**src/rtl/imem_loader_if.sv**
```systemverilog
// Byte-stream input and instruction-memory write/status bundle for imem_loader.
// The loader connects through the slave modport; the stream source uses master.
interface imem_loader_if;
    logic        InValid;
    logic [7:0]  InData;
    logic        InReady;
    logic        IMemWE;
    logic [31:0] IMemA;
    logic [31:0] IMemWD;
    logic        CoreRun;
    logic        Error;

    modport master (
        output InValid, InData,
        input  InReady, IMemWE, IMemA, IMemWD, CoreRun, Error
    );

    modport slave (
        input  InValid, InData,
        output InReady, IMemWE, IMemA, IMemWD, CoreRun, Error
    );
endinterface

```
**src/rtl/imem_loader.sv**
```systemverilog
// Boot loader: assembles a length-prefixed little-endian byte stream into 32-bit
// instruction-memory writes, verifies a trailing XOR checksum, then releases the core.
module imem_loader #(
    parameter int ADDR_W = 6
) (
    input  logic        CLK,
    input  logic        RST_N,
    imem_loader_if.slave bus
);
    typedef enum logic [2:0] {
        S_LEN0, S_LEN1, S_WORD, S_CSUM, S_RUN, S_ERR
    } state_t;

    localparam logic [16:0] MAX_WORDS = 17'd1 << ADDR_W;

    state_t      state_q, state_d;
    logic [15:0] n_q, n_d;
    logic [1:0]  byte_idx_q, byte_idx_d;
    logic [15:0] word_idx_q, word_idx_d;
    logic [23:0] asm_q, asm_d;
    logic [7:0]  csum_q, csum_d;
    logic        we_q, we_d;
    logic [31:0] addr_q, addr_d;
    logic [31:0] wd_q, wd_d;

    logic        in_ready;
    logic        accept;
    logic [16:0] len_full;
    logic [16:0] word_inc;

    assign in_ready = (state_q == S_LEN0) || (state_q == S_LEN1) ||
                      (state_q == S_WORD) || (state_q == S_CSUM);
    assign accept   = bus.InValid && in_ready;
    assign len_full = {1'b0, bus.InData, n_q[7:0]};
    assign word_inc = {1'b0, word_idx_q} + 17'd1;

    always_comb begin
        state_d    = state_q;
        n_d        = n_q;
        byte_idx_d = byte_idx_q;
        word_idx_d = word_idx_q;
        asm_d      = asm_q;
        csum_d     = csum_q;
        we_d       = 1'b0;
        addr_d     = addr_q;
        wd_d       = wd_q;
        if (accept) begin
            case (state_q)
                S_LEN0: begin
                    n_d[7:0] = bus.InData;
                    state_d  = S_LEN1;
                end
                S_LEN1: begin
                    n_d[15:8]  = bus.InData;
                    byte_idx_d = 2'd0;
                    word_idx_d = 16'd0;
                    if (len_full > MAX_WORDS)
                        state_d = S_ERR;
                    else if (len_full == 17'd0)
                        state_d = S_CSUM;
                    else
                        state_d = S_WORD;
                end
                S_WORD: begin
                    csum_d     = csum_q ^ bus.InData;
                    byte_idx_d = byte_idx_q + 2'd1;
                    case (byte_idx_q)
                        2'd0: asm_d[7:0]   = bus.InData;
                        2'd1: asm_d[15:8]  = bus.InData;
                        2'd2: asm_d[23:16] = bus.InData;
                        default: begin
                            // Fourth byte completes the word: launch the write directly.
                            we_d       = 1'b1;
                            wd_d       = {bus.InData, asm_q};
                            addr_d     = {14'd0, word_idx_q, 2'b00};
                            word_idx_d = word_inc[15:0];
                            if (word_inc == {1'b0, n_q})
                                state_d = S_CSUM;
                        end
                    endcase
                end
                S_CSUM: begin
                    state_d = (bus.InData == csum_q) ? S_RUN : S_ERR;
                end
                default: ;
            endcase
        end
    end

    always_ff @(posedge CLK or negedge RST_N) begin
        if (!RST_N) begin
            state_q    <= S_LEN0;
            n_q        <= '0;
            byte_idx_q <= '0;
            word_idx_q <= '0;
            asm_q      <= '0;
            csum_q     <= '0;
            we_q       <= 1'b0;
            addr_q     <= '0;
            wd_q       <= '0;
        end else begin
            state_q    <= state_d;
            n_q        <= n_d;
            byte_idx_q <= byte_idx_d;
            word_idx_q <= word_idx_d;
            asm_q      <= asm_d;
            csum_q     <= csum_d;
            we_q       <= we_d;
            addr_q     <= addr_d;
            wd_q       <= wd_d;
        end
    end

    assign bus.InReady = in_ready;
    assign bus.IMemWE  = we_q;
    assign bus.IMemA   = addr_q;
    assign bus.IMemWD  = wd_q;
    assign bus.CoreRun = (state_q == S_RUN);
    assign bus.Error   = (state_q == S_ERR);
endmodule

```
**src/flat_wrapper.sv**
```systemverilog
// flat-port wrapper written by rule: the top's interface ports become plain ports
module imem_loader_flat 
#(
    parameter int ADDR_W = 6
)
  (CLK, RST_N, bus_InValid, bus_InData, bus_InReady, bus_IMemWE, bus_IMemA, bus_IMemWD, bus_CoreRun, bus_Error);
  imem_loader_if bus_i ();
  input  logic CLK;
  input  logic RST_N;
  input wire logic [$bits(bus_i.InValid)-1:0] bus_InValid;
  input wire logic [$bits(bus_i.InData)-1:0] bus_InData;
  output wire logic [$bits(bus_i.InReady)-1:0] bus_InReady;
  output wire logic [$bits(bus_i.IMemWE)-1:0] bus_IMemWE;
  output wire logic [$bits(bus_i.IMemA)-1:0] bus_IMemA;
  output wire logic [$bits(bus_i.IMemWD)-1:0] bus_IMemWD;
  output wire logic [$bits(bus_i.CoreRun)-1:0] bus_CoreRun;
  output wire logic [$bits(bus_i.Error)-1:0] bus_Error;
  assign bus_i.InValid = bus_InValid;
  assign bus_i.InData = bus_InData;
  assign bus_InReady = bus_i.InReady;
  assign bus_IMemWE = bus_i.IMemWE;
  assign bus_IMemA = bus_i.IMemA;
  assign bus_IMemWD = bus_i.IMemWD;
  assign bus_CoreRun = bus_i.CoreRun;
  assign bus_Error = bus_i.Error;
  imem_loader #(.ADDR_W(ADDR_W)) u_core (.CLK(CLK), .RST_N(RST_N), .bus(bus_i));
endmodule
```
**config.mk**
```make
export PLATFORM = sky130hd
export DESIGN_NAME = imem_loader_flat
export DESIGN_NICKNAME = d
export VERILOG_FILES = /design/src/rtl/imem_loader_if.sv /design/src/rtl/imem_loader.sv /design/src/flat_wrapper.sv
export SDC_FILE = /design/constraint.sdc
export NUM_CORES = 1
export LEC_CHECK = 0
export BUFFER_PORTS_ARGS = -buffer_cell sky130_fd_sc_hd__buf_2
export CAP_MARGIN = 20
export CORE_ASPECT_RATIO = 1.4
export CORE_MARGIN = 2
export CORE_UTILIZATION = 25
export CTS_BUF_LIST = sky130_fd_sc_hd__clkbuf_4
export DETAILED_ROUTE_END_ITERATION = 7
export SYNTH_ARGS = -nofsm -noshare
export SYNTH_HDL_FRONTEND = slang
export SYNTH_SLANG_ARGS = --single-unit
```
**constraint.sdc**
```tcl
create_clock -name CLK -period 2.3 [get_ports CLK]
set_input_delay 0.23 -clock CLK [delete_from_list [all_inputs] [get_ports CLK]]
set_output_delay 0.23 -clock CLK [all_outputs]
set_load 0.05 [all_outputs]
```
### Yosys cells after proc, flatten, opt, wreduce, memory -nomap -nowiden

Index checks and enable logic that the tools add are counted.

* divide/modulo/power cells: 0
* add/sub/neg operators: 2
* equality and inequality tests: 11
* multipliers: 0
* $lt $le $gt $ge: 1
* reduce and logical (&&, ||, !) cells: 20
* mux-type cells: 12
* shifts and indexed selects: 0
* bitwise logic cells: 2

Operators with widths (number)
* $pmux W16 S2: 1
* $add A16 B1 Y17 const B: 1
* $eq A17 B16 Y1: 1
* $logic_not A17 Y1: 1
* $gt A16 B7 Y1 const B: 1
* $mux W16: 1
* $reduce_and A3 Y1: 5
* $pmux W3 S4: 1
* $mux W3: 3
* $eq A8 B8 Y1: 1
* $reduce_and A2 Y1: 4
* $xor A8 B8 Y8: 1
* $eq A3 B2 Y1 const B: 2
* $eq A3 B3 Y1 const B: 2
* $mux W1: 5
* $ne A2 B2 Y1 const B: 2
* $pmux W2 S2: 1
* $reduce_and A4 Y1: 1
* $reduce_bool A4 Y1: 1
* $eq A3 B1 Y1 const B: 1
* $logic_not A3 Y1: 1
* $logic_or A1 B1 Y1: 3
* $reduce_or A3 Y1: 1
* $add A2 B1 Y2 const B: 1
* 6 further kinds: 6

* word-level logic and storage cells: 60
* ROM bits: 0
* latch bits: 0
* memories kept: 0
* flip-flop bits (word level): 118
* RAM bits: 0
* bits of input ports: 11

### Depth between registers and ports, before layout

* word-level depth: 6
* gate-level depth with buffers: 10

### Worst setup path before layout

No wires, ideal clock.

* path kind: register to register
* start point: register u_core.word_idx_q[0]
* end point: register u_core.state_q[0]
* cell stages (with the launch flop): 8
* buffers on the path: 0
* path slack: 292 ps
* arrival time: 1932 ps
* library setup time: 76 ps
* required time: 2224 ps
* path through: dfrtp_1 -> ha_1 -> nand3_1 -> nor3_1 -> xnor2_1 -> nand2_1 -> or4_1 -> o21ai_1

* longest elaborated chain between the ends: 4

RTL lines
* start, declared: RTL line imem_loader.sv:19 `logic [15:0] word_idx_q, word_idx_d;`
* start signal, assigned: RTL line imem_loader.sv:105 `word_idx_q <= word_idx_d;`
* $add A16 B1 Y17: RTL line imem_loader.sv:35 `assign word_inc = {1'b0, word_idx_q} + 17'd1;`
* $eq A17 B16 Y1: RTL line imem_loader.sv:77 `if (word_inc == {1'b0, n_q})`
* $ne A2 B2 Y1 (no source line)
* $reduce_and A4 Y1 (no source line)
* end signal, assigned: RTL line imem_loader.sv:102 `state_q <= state_d;`
* end, declared: RTL line imem_loader.sv:16 `state_t state_q, state_d;`

Every way passes these cells.
A chain may end at the register's enable or synchronous reset.

### Final worst setup path

Same ends and word-level chain as after synthesis.

==> results by group <==
Power
  • PD cells: between 500 and 600 nW/um2
  • Worst VDD drop: 0.000195 V
  • Combinational Power Share: 0.042
  • Switching power total: 973 uW
  • Clock share of power: 0.382
  • Pleak: 0.00333 uW
  • Sw Ratio: 0.270
  • Sequential Power Share: 0.576
  • Internal Dissipation: between 2000 and 3000 uW

Floorplan
  • FP Rows: 64
  • Initial Utilization: 0.254
  • Die width: 129 um
  • Height of the die: around 180 um
  • Core area: 21700 um2
  • Total die area: 23200 um2
  • I/O pins: 79

Synth
  • Gate Count Post-Synth: 558
  • Synth Area in Compound Gates: 0.0573
  • Adder-Cell Fraction of Synth Area: 0.0114
  • Post-synth top area share: 0.536
  • Post-synthesis simple-gate area fraction: 0.198
  • Syn avg cell area: 9.87 um2
  • Post-synthesis mux area share: 0.0857
  • Area contributors post-synth: dfrtp_1 (54%), nand2_1 (12%), mux2_2 (8.4%), xnor2_1 (4.5%), buf_4 (2.5%)
  • Synthesis Warnings: 0
  • Largest family of logic cells by synthesized area: simple AND/OR/NAND/NOR gates
  • Cell taking the most area after synthesis: dfrtp_1
  • Yosys cell types: 44
  • Synth Register Bits: 118
  • Share of flip-flops with an asynchronous set or reset: 1.00
  • EDFF count, synth: 0
  • XOR/XNOR Fraction of Synth Area: 0.0573
  • Seq/Total Area, Yosys: 0.536
  • Top FF cell, synth: dfrtp_1
  • Synth Cell Area: 5510 um2

STA
  • Setup TNS: 0 ps
  • RSZ-0062 raised after global routing: false
  • Min cycle time layout: around 2100 ps
  • Worst-margin pin slew: 622 ps
  • FMAX: approximately 470 MHz
  • Slew margin rel.: 0.583
  • Max Slew Vio Count: 0
  • # setup viols final: 0
  • Period Utilization, post-route: 0.922
  • Final Hold Fails: 0
  • Worst Skew: 16.0 ps

Layout
  • Final Util: 0.297
  • Nets: 641
  • Reg area: 2950 um2
  • P&R area growth vs syn: 17.0%
  • Final Non-Filler Cells: 936
  • Layout cells sized above 1: 0.257
  • Area of the multi-input gates: 2320 um2
  • Fill cell count: 2331

Clocking
  • Count of clock tree sinks: between 100 and 150
  • Clk_lat worst skew: between 500 and 600 ps
  • Clock-pin slew on the worst setup and hold paths: 120 ps
  • TritonCTS Buffers: 17
  • Max clock buf depth: 2
  • H-tree Lvls: 4
  • Root Buffer Master: clkbuf_4
  • TritonCTS clock tree: built

Placed design
  • I/O Buffers: between 60 and 70
  • DP Cell Count: 901
  • HPWL Detailed: ~9 mm
  • RePlAce Congestion: 0.812

Run status
  • Status: finished clean

Route
  • Via count: 3980
  • Via density: 4.25
  • M1 WL: ~5.5 mm
  • Top sig layer: met4
  • Drt wl/cell: 13.8 um
  • Met3 wire length: 510 um
  • Detail Route Antenna Nets: 0
  • Routed met2 length: between 6 and 7 mm
  • Initial DRC Count: 142
  • DRC viols: 0
  • Wirelength, routed: 12.9 mm
  • TritonRoute pass-1 iters: 4

Critical path
  • Worst-path fanout max: 8
  • Slowest cell delay on critical path: 540 ps
  • CP endpoint kind: flip-flop
  • Crit path launch: u_core.word_idx_q[0]
  • Critical-path cell list: ha_2 -> and3_4 -> a21oi_1 -> nor3_2 -> nand3_1 -> or4_1 -> o21ai_1
  • Reg2Reg Launch Point: u_core.word_idx_q[0]
  • Critical Path RT: 2740 ps
  • Critical path class: reg -> reg
  • Crit start category: flip-flop
  • Slowest stage cell, crit path: or4_1
  • Arrival @ worst endpoint: 2560 ps

GRT
  • GRT Util Overall: 0.116
  • Initial antenna violation count: 1
  • Largest net degree at the start of global routing: 68
  • Gr ovfl total: 0
  • Vias in the first global route: 3944
  • First-pass GRT wire length: 20.9 mm

Job
  • Max Cap Viol: 0

Hold path
  • Hold Crit Class: in -> reg
  • Worst Hold Launch: bus_InData[3]
-- synth_stat cells (2+ instances only) --
master and number:
a21oi_1 7, a22o_1 2, and3_1 4, buf_1 4, buf_2 14, buf_4 18
clkbuf_1 14, dfrtp_1 118, ha_1 5, inv_1 3, inv_2 2, mux2_2 41
nand2_1 176, nand3_1 12, nand4_1 2, nand4_2 2, nor2_1 19, nor2b_1 6
nor3_1 6, nor3_2 3, nor3b_1 5, nor4_1 5, o211ai_1 2, o21ai_0 25
o21ai_1 2, o22ai_1 2, o31ai_1 7, o41ai_1 2, xnor2_1 28, xor2_1 8
-- power by group through the flow --
stage | combinational (uW) | clock, uW | sequential, uW
5_1_grt | 169 | 1540 | 2070
3_5_place_dp | 155 | 0 | 2110
2_1_floorplan | 101 | 0 | 2110
3_3_place_gp | 154 | 0 | 2110
6_report | 152 | 1380 | 2070
4_1_cts | 157 | 1430 | 2070
-- routing by layer --
metal,vias to the layer above,track usage
li1,1953,-
met1,1938,0.141
met2,79,0.195
met3,10,0.0280
met4,0,0.0452
met5,-,0
-- cells by family after synthesis --
kind of cell,Yosys count
and+or+nand+nor,248
DFF,118
adders and majority gates,5
xor gates and xnor gates,36
muxes,42
AOI/OAI and AO/OA,53
buffers and inverters,55
other,1
-- state kept, by name, indices dropped and copies added (netlist names) --
register and flops:
u_core.bus.IMemWD 32, u_core.asm_q 24, u_core.bus.IMemA 16, u_core.n_q 16, u_core.word_idx_q 16, u_core.csum_q 8
u_core.state_q 3, u_core.byte_idx_q 2, u_core.bus.IMemWE 1
-- worst paths after layout --
| path | endpoint | slack (ps) | cells after the start |
|---|---|---|---|
| worst max-delay path | u_core.state_q[0] | 180 | 7 |
| worst min-delay path | u_core.bus.IMemWD[27] | 60 | 3 |
| worst max register to register | u_core.state_q[0] | 180 | 7 |
| worst min register to register | u_core.bus.IMemWD[5] | 470 | 2 |
| max in group asynchronous | u_core.bus.IMemWD[24] | 1400 | 3 |
| min in group asynchronous | u_core.asm_q[8] | 190 | 2 |
-- timing repair --
| action | in CTS | in global routing |
|---|---|---|
| hold buffers | 2 | 0 |
| endpoints found under the setup margin | 0 | 1 |
| resized for setup | 0 | 1 |
| hold endpoints to repair | 32 | 0 |
| setup buffers | 0 | 0 |
-- through the flow --
step / power, uW / hold WS [ps] / setup slack, ps / instance area (um2)
3_3_place_gp: 2270 / 203 / 223 / 6160
4_1_cts: 3670 / 27.1 / 118 / 6440
3_5_place_dp: 2270 / 206 / 145 / 6160
5_1_grt: 3780 / 23.9 / 4.95 / 6440
2_1_floorplan: 2220 / -65.6 / 292 / 5560
6_report: 3600 / 64.9 / 179 / 6440
-- layout make-up --
class | count | area share
well taps | 297 | 0.0577
inverters | 5 | 0.00291
diodes | 1 | 0.000389
clock inverters | 15 | 0.0206
repair buffers | 83 | 0.0796
flip-flops and latches | 118 | 0.458
clock buffers | 17 | 0.0198
multi-input cells | 400 | 0.361
-- cells in the final DEF (no fill, tap or decap), drive strengths merged, types with 2 or more instances in the layout --
cell type    count
o31ai            7
buf             81
nor3             9
xor2             8
nand3           12
and3             5
nor2            19
clkinvlp         6
nor3b            5
inv              7
clkinv           6
nor4             6
conb            16
xnor2           28
dfrtp          118
mux2            41
o211ai           2
a21oi            7
a22o             2
dlygate4sd3      2
ha               5
nand2          176
clkbuf          17
nor2b            6
o41ai            2
o21ai           27
o22ai            2
nand4            4
-- worst max-delay path: cells and delay by family (launching register included) --
family,cells,cell delay (ps)
flip-flops,1,510
AO/OA/AOI/OAI,2,210
AND/OR/NAND/NOR,4,1030
adder cells (fa/ha/maj),1,300
Note: power is estimated with default switching activity, not from simulation.
